### src/rtl/uart_msg_tx.sv
// 8N1 UART serialiser for an NCHAR-byte ASCII message, most-significant byte first.
// Starts on an explicit send, or automatically when the message differs from the last one sent.
module uart_msg_tx #(
  parameter int unsigned CLK_HZ    = 100_000_000,
  parameter int unsigned BAUD      = 115200,
  parameter int unsigned NCHAR     = 6,
  parameter bit          AUTO_SEND = 1'b1
) (
  input  logic               clk,
  input  logic               reset,
  input  logic [NCHAR*8-1:0] message,
  input  logic               send,
  output logic               busy,
  output logic               done,
  output logic               txd
);

  localparam int unsigned MSG_W        = NCHAR * 8;
  localparam int unsigned CLKS_PER_BIT = CLK_HZ / BAUD;
  localparam int unsigned CNT_W        = $clog2(CLKS_PER_BIT);
  localparam int unsigned CHAR_W       = (NCHAR > 1) ? $clog2(NCHAR) : 1;

  localparam logic [CNT_W-1:0]  BAUD_LAST = CNT_W'(CLKS_PER_BIT - 1);
  localparam logic [CHAR_W-1:0] CHAR_LAST = CHAR_W'(NCHAR - 1);

  localparam logic [2:0] S_IDLE  = 3'd0;
  localparam logic [2:0] S_START = 3'd1;
  localparam logic [2:0] S_DATA  = 3'd2;
  localparam logic [2:0] S_STOP  = 3'd3;
  localparam logic [2:0] S_DONE  = 3'd4;

  logic [2:0]        state_q,  state_d;
  logic [CNT_W-1:0]  baud_q,   baud_d;
  logic [2:0]        bit_q,    bit_d;
  logic [CHAR_W-1:0] char_q,   char_d;
  logic [MSG_W-1:0]  shadow_q, shadow_d;
  logic [MSG_W-1:0]  last_q,   last_d;
  logic              txd_q,    txd_d;
  logic              busy_q,   busy_d;
  logic              done_q,   done_d;

  logic       req;
  logic       bit_end;
  logic [2:0] bit_nxt;
  logic [7:0] cur_byte;

  // The shadow register shifts left after each character, so the byte on air is always its top byte.
  always_comb begin
    state_d  = state_q;
    baud_d   = baud_q;
    bit_d    = bit_q;
    char_d   = char_q;
    shadow_d = shadow_q;
    last_d   = last_q;
    txd_d    = txd_q;
    busy_d   = busy_q;
    done_d   = 1'b0;

    req      = send | (AUTO_SEND & (message != last_q));
    bit_end  = (baud_q == BAUD_LAST);
    bit_nxt  = bit_q + 3'd1;
    cur_byte = shadow_q[MSG_W-1 -: 8];

    case (state_q)
      S_IDLE: begin
        if (req) begin
          state_d  = S_START;
          shadow_d = message;
          last_d   = message;
          baud_d   = '0;
          bit_d    = '0;
          char_d   = '0;
          txd_d    = 1'b0;
          busy_d   = 1'b1;
        end
      end
      S_START: begin
        if (bit_end) begin
          baud_d  = '0;
          bit_d   = '0;
          state_d = S_DATA;
          txd_d   = cur_byte[0];
        end else begin
          baud_d = baud_q + CNT_W'(1);
        end
      end
      S_DATA: begin
        if (bit_end) begin
          baud_d = '0;
          if (bit_q == 3'd7) begin
            state_d = S_STOP;
            txd_d   = 1'b1;
          end else begin
            bit_d = bit_nxt;
            txd_d = cur_byte[bit_nxt];
          end
        end else begin
          baud_d = baud_q + CNT_W'(1);
        end
      end
      S_STOP: begin
        if (bit_end) begin
          baud_d = '0;
          if (char_q == CHAR_LAST) begin
            state_d = S_DONE;
            busy_d  = 1'b0;
            done_d  = 1'b1;
            txd_d   = 1'b1;
          end else begin
            char_d   = char_q + CHAR_W'(1);
            shadow_d = shadow_q << 8;
            state_d  = S_START;
            txd_d    = 1'b0;
          end
        end else begin
          baud_d = baud_q + CNT_W'(1);
        end
      end
      // One not-busy cycle, so a held send always leaves idle-high time on the line.
      S_DONE: begin
        state_d = S_IDLE;
      end
      default: begin
        state_d = S_IDLE;
        busy_d  = 1'b0;
        txd_d   = 1'b1;
      end
    endcase
  end

  always_ff @(posedge clk) begin
    if (reset) begin
      state_q  <= S_IDLE;
      baud_q   <= '0;
      bit_q    <= '0;
      char_q   <= '0;
      shadow_q <= '0;
      last_q   <= '0;
      txd_q    <= 1'b1;
      busy_q   <= 1'b0;
      done_q   <= 1'b0;
    end else begin
      state_q  <= state_d;
      baud_q   <= baud_d;
      bit_q    <= bit_d;
      char_q   <= char_d;
      shadow_q <= shadow_d;
      last_q   <= last_d;
      txd_q    <= txd_d;
      busy_q   <= busy_d;
      done_q   <= done_d;
    end
  end

  assign txd  = txd_q;
  assign busy = busy_q;
  assign done = done_q;

endmodule

### config.mk
export PLATFORM = sky130hd
export DESIGN_NAME = uart_msg_tx
export DESIGN_NICKNAME = d
export VERILOG_FILES = /design/src/rtl/uart_msg_tx.sv
export SDC_FILE = /design/constraint.sdc
export NUM_CORES = 1
export LEC_CHECK = 0
export ABC_AREA = 1
export CAP_MARGIN = 25
export CELL_PAD_IN_SITES_DETAIL_PLACEMENT = 1
export CELL_PAD_IN_SITES_GLOBAL_PLACEMENT = 1
export CORE_UTILIZATION = 42
export DETAILED_ROUTE_END_ITERATION = 7
export DONT_BUFFER_PORTS = 1
export PLACE_DENSITY_LB_ADDON = 0.1
export SKIP_CTS_REPAIR_TIMING = 1
export SYNTH_ARGS = -nofsm -noshare
export SYNTH_HDL_FRONTEND = slang
export SYNTH_SLANG_ARGS = --single-unit
### constraint.sdc
create_clock -name clk -period 1.9 [get_ports clk]
set_input_delay 0.095 -clock clk [delete_from_list [all_inputs] [get_ports clk]]
set_output_delay 0.095 -clock clk [all_outputs]
set_load 0.01 [all_outputs]
Yosys cells after proc, flatten, opt, wreduce, memory -nomap -nowiden
Index checks and enable logic that the tools add are counted.

Add/sub/neg operators: 3. $lt $le $gt $ge: 1. Equality and inequality tests: 16. Multiplexer cells: 35. Bitwise logic cells: 5. Reduce and logical (&&, ||, !) cells: 14.

Operator list (count): 48-bit two-way mux (3); 48-bit case mux with 2 select lines (1); 48-bit inequality test (1); 3-bit two-way mux (12); 10-bit two-way mux (2); 10-bit case mux with 2 select lines (1); 2-bit inequality test, second input constant (8); 5-bit AND reduction (3); 3-bit case mux with 4 select lines (1); 10-bit by 1-bit adder with 10-bit output, second input constant (1); 10-bit == test, second input constant (1); 1-bit two-way mux (10); 3-bit == test, second input constant (3); 3-bit case mux with 3 select lines (1); 3-bit OR reduction (3); 4-bit AND reduction (2); 3-bit by 1-bit adder with 3-bit output, second input constant (2); 3-bit by 2-bit == test with 1-bit output, second input constant (2); 3-bit case mux with 2 select lines (1); 1-bit case mux with 5 select lines (1); 3-bit by 4-bit less-than comparator with 1-bit output, second input constant (1); 1-bit inverter (4); 2-bit AND reduction (2); 2-bit nonzero test (2); 6 further kinds (6).

Flip-flop bits (word level): 118. Input port bits: 51. Output and inout bits: 3. Word-level logic and storage cells: 83.

Logic depth before layout (Yosys ltp)
Depth after elaboration: 6. Mapped depth: 14. Depth with buffers taken out: 13.

Worst setup path before layout
OpenSTA, ideal clock, no wires.

Path type: register -> register. Start point: register baud_q[0]. End point: register char_q[1]. Library setup time: 0.110 ns. Arrival time: 1.539 ns. Data required time: 1.790 ns. Path slack: 0.251 ns. Stages on the path, launching flop included: 10. Path buffers: 1. Period minus slack after synthesis: 1.649 ns. Path through: dfxtp_1 ha_1 nand3_1 nor2_1 inv_1 nand2_1 buf_1 nand4_1 nand2_1 nor2_1.

Cells in the longest elaborated chain, start to end: 3.

Ends and longest elaborated chain: from (decl) (line 33) `logic [CNT_W-1:0] baud_q, baud_d;`; from (signal assigned) (line 144) `baud_q <= baud_d;`; 10-bit == test (line 60) `bit_end = (baud_q == BAUD_LAST);`; 2-bit inequality test (no source line); 4-bit AND reduction (no source line); to (signal assigned) (line 146) `char_q <= char_d;`; to (decl) (line 35) `logic [CHAR_W-1:0] char_q, char_d;`.

No other way between the ends. A chain may end at the register's enable or synchronous reset.

Worst setup path in the final report
Start point: register char_q[1]. End point: register shadow_q[37].

Cells in the longest elaborated chain, start to end: 3.

Ends and longest elaborated chain: 3-bit == test (line 104) `if (char_q == CHAR_LAST) begin`; 2-bit inequality test (no source line); 4-bit AND reduction (no source line); to (signal assigned) (line 147) `shadow_q <= shadow_d;`; to (decl) (line 36) `logic [MSG_W-1:0] shadow_q, shadow_d;`.

No other way between the ends.

==> results.yml <==
die:
  die_h_um: 124
  dieArea_mm2: 0.0154
  core_area_mm2: 0.0145
  die_x_um: 124
  row_count: 44
  ios: 54
  initial_core_util_pct: 43.2
route:
  wl_per_cell_um: 18.2
  wirelength_mm: 23.6
  remaining_drc_errors: 0
  num_vias: 6843
  viasPerCell: 5.27
  firstDrtPassIters: 5
  drtIter0Drc: 417
  postRouteAntennaNets: 0
grt:
  grt_pass1_vias: 6011
  grt.overflow.total: 0
  antenna_found_initial: 0
  grt_first_pass_wirelength_mm: 29.4
  grt_usage_pct: 23.6
  grt_max_degree: 63
logic_synthesis:
  synthCells: 1028
  synth_compound_area_share_pct: 12.5
  avgSynthCellArea_um2: 6.11
  synthMuxAreaShare_pct: 0
  synth_xor_area_share_pct: 1.67
  ys_ff_latch: 118
  synthAdderAreaFrac_pct: 0.996
  synth_simple_gate_area_share_pct: 34.1
  ys_warn_count: 0
  syn-cell-area_mm2: 0.00628
  yosys.cell_types.count: 24
  syn_nets: 1084
  synth_top_family_by_area: "simple AND/OR/NAND/NOR gates"
  ys_seq_area_share_pct: 37.6
place:
  portBuffers: 0
  hpwl_mm: 12.0
  place_ws_ns: -0.00218
  gp_congestion: 0.785
  placed_area_mm2: 0.00664
setup_path:
  rrSetupSlack_ns: -0.13
  crit_required_ns: 2.25
  endpoint: "shadow_q[37]"
  cp-startpoint: "char_q[1]"
  crit_fanout: 8
  r2r-end: "shadow_q[37]"
  end_kind: "flop"
  criticalPathCategory: "flop to flop"
  cp.arrival_ns: 2.37
  worstReg2RegStart: "char_q[1]"
  reg2regPathDepth: 12
  cp-start-kind: "flop"
sta:
  finalHoldViolations: 9
  worst_pin_slew_ns: 1.05
  slew_viol_final: 0
  fmax_ghz: 0.493
  setup_viol: 64
  clock_skew_ns: 0.00483
  fin_crit_sh_pct: 107
  setup_slack_ns: -0.127
  hold_ws_ns: -0.0445
  rsz0062_at_grt: "yes"
  maxSlewHeadroom_pct: 29.6
  finalCriticalPeriod_ns: 2.03
outcome:
  status: "complete, but fails checks"
  violations: "hold timing, setup timing"
clocking:
  clkTransAtPathRegs_ns: 0.06
  clock_latency_ns: 0.42
  htreeDepth: 4
  clock-sinks: 118
  cts_buffers: 17
  clockBufferDepth: 2
  cts_tree: "built"
  cts-root-buf: "clkbuf_16"
final_layout:
  diodes: 0
  post-route-util_pct: 58.7
  final_cell_mix: "nand2_1, inv_1, nor2_1, dfxtp_1, o21ai_0"
  final_common_cell: "nand2_1"
  final_cell_area_mm2: 0.00854
  area.growth.synth_to_final_pct: 36.0
  drive_above_1_share_pct: 20.5
  final_nets: 1158
power_and_ir_drop:
  p_comb_share_pct: 51.5
  p_total_mw: 13.9
  pwr-share-seq_pct: 27.4
  p_leak_nw: 4.07
  ir_drop_mv: 0.964
  p_switching_mw: 5.93
  p_int_mw: 8.01
  p_per_area_mw_per_mm2: 1630
  p_clk_share_pct: 21.1
  sw_frac_of_total_pct: 42.5
hold_path:
  min_path_type: "primary input to flop"
flow_run:
  cap_violations: 0
flip-flops by register name, indices dropped and copies added, names as in the netlist:
register  cells
bit_q         3
shadow_q     48
state_q       3
baud_q       10
done          1
last_q       48
char_q        3
txd           1
busy          1
through the flow:
stage / setup TNS, ns / cells
2_1_floorplan: 0 / 1028
3_3_place_gp: 0 / 1197
3_5_place_dp: -0.00218 / 1197
4_1_cts: -0.663 / 1229
5_1_grt: -15.55 / 1299
6_report: -3.02 / 1299
cells by family (layout without fill, tap and decap cells):
kind of cell    after synthesis  in the layout
buf+inv                     211            296
xor+xnor                     12             12
compound gates              156            156
fa+ha+maj                     5              5
simple gates                526            528
flops                       118            118
worst min-delay path by stage:
stage,from,endpoint,slack (ns),cells past startpoint
floorplan,reset,last_q[36],0.16,1
global placement,reset,bit_q[1],0.17,1
detailed placement,reset,bit_q[1],0.17,1
CTS,reset,bit_q[1],-0.27,1
global route,message[4],shadow_q[4],-0.01,4
finish,message[4],shadow_q[4],-0.04,4
synth_stat cells:
cell,count,area (um2)
a21oi_1,67,335
a31oi_1,1,6.26
buf_1,5,18.8
buf_2,19,95.1
buf_4,3,22.5
clkbuf_1,21,78.8
dfxtp_1,118,2360
ha_1,5,62.6
inv_1,163,612
nand2_1,307,1150
nand2_2,2,12.5
nand3_1,36,180
nand3_2,2,20.0
nand3b_1,1,7.51
nand4_1,24,150
nor2_1,139,522
nor2_2,1,6.26
nor3_1,5,25.0
nor3b_1,1,7.51
nor3b_2,1,12.5
o21ai_0,88,440
or2_2,7,43.8
xnor2_1,9,78.8
xor2_1,3,26.3
worst max-delay path, cell delays in order (launching register included):
cell and delay, ns:
dfxtp_1 0.32, inv_1 0.15, ha_2 0.24, nand2_1 0.08, nor2_2 0.17, inv_1 0.11, o21ai_2 0.09, inv_2 0.08
buf_4 0.15, nand3_4 0.14, clkbuf_16 0.19, nor2_1 0.06, nor2_2 0.17
power groups by stage:
stage | sequential (mW) | combinational, mW | clock [mW]
CTS | 3.72 | 4.61 | 2.94
global placement | 3.73 | 4.44 | 0
floorplan | 3.68 | 3.25 | 0
finish | 3.81 | 7.18 | 2.94
global route | 3.89 | 7.79 | 3.06
detailed placement | 3.77 | 4.55 | 0
area by class of cell:
| type | instances | area (um2) |
|---|---|---|
| repair buffers | 101 | 1220 |
| fillers | 1902 | 6000 |
| well taps | 184 | 230 |
| clock buffers | 21 | 470 |
| inverters | 163 | 612 |
| multi-input cells | 701 | 3570 |
| clock inverters | 11 | 57.6 |
| flip-flops and latches | 118 | 2380 |
layer usage:
layer / vias up / wire length (um) / track usage (%)
met2: 153 / 12100 / 39.4
met1: 3338 / 10200 / 29.8
met4: 0 / 393 / 7.87
met3: 35 / 931 / 5.24
met5: - / 0 / 0
li1: 3317 / - / -
No activity file was read; power rests on OpenSTA's default activity.
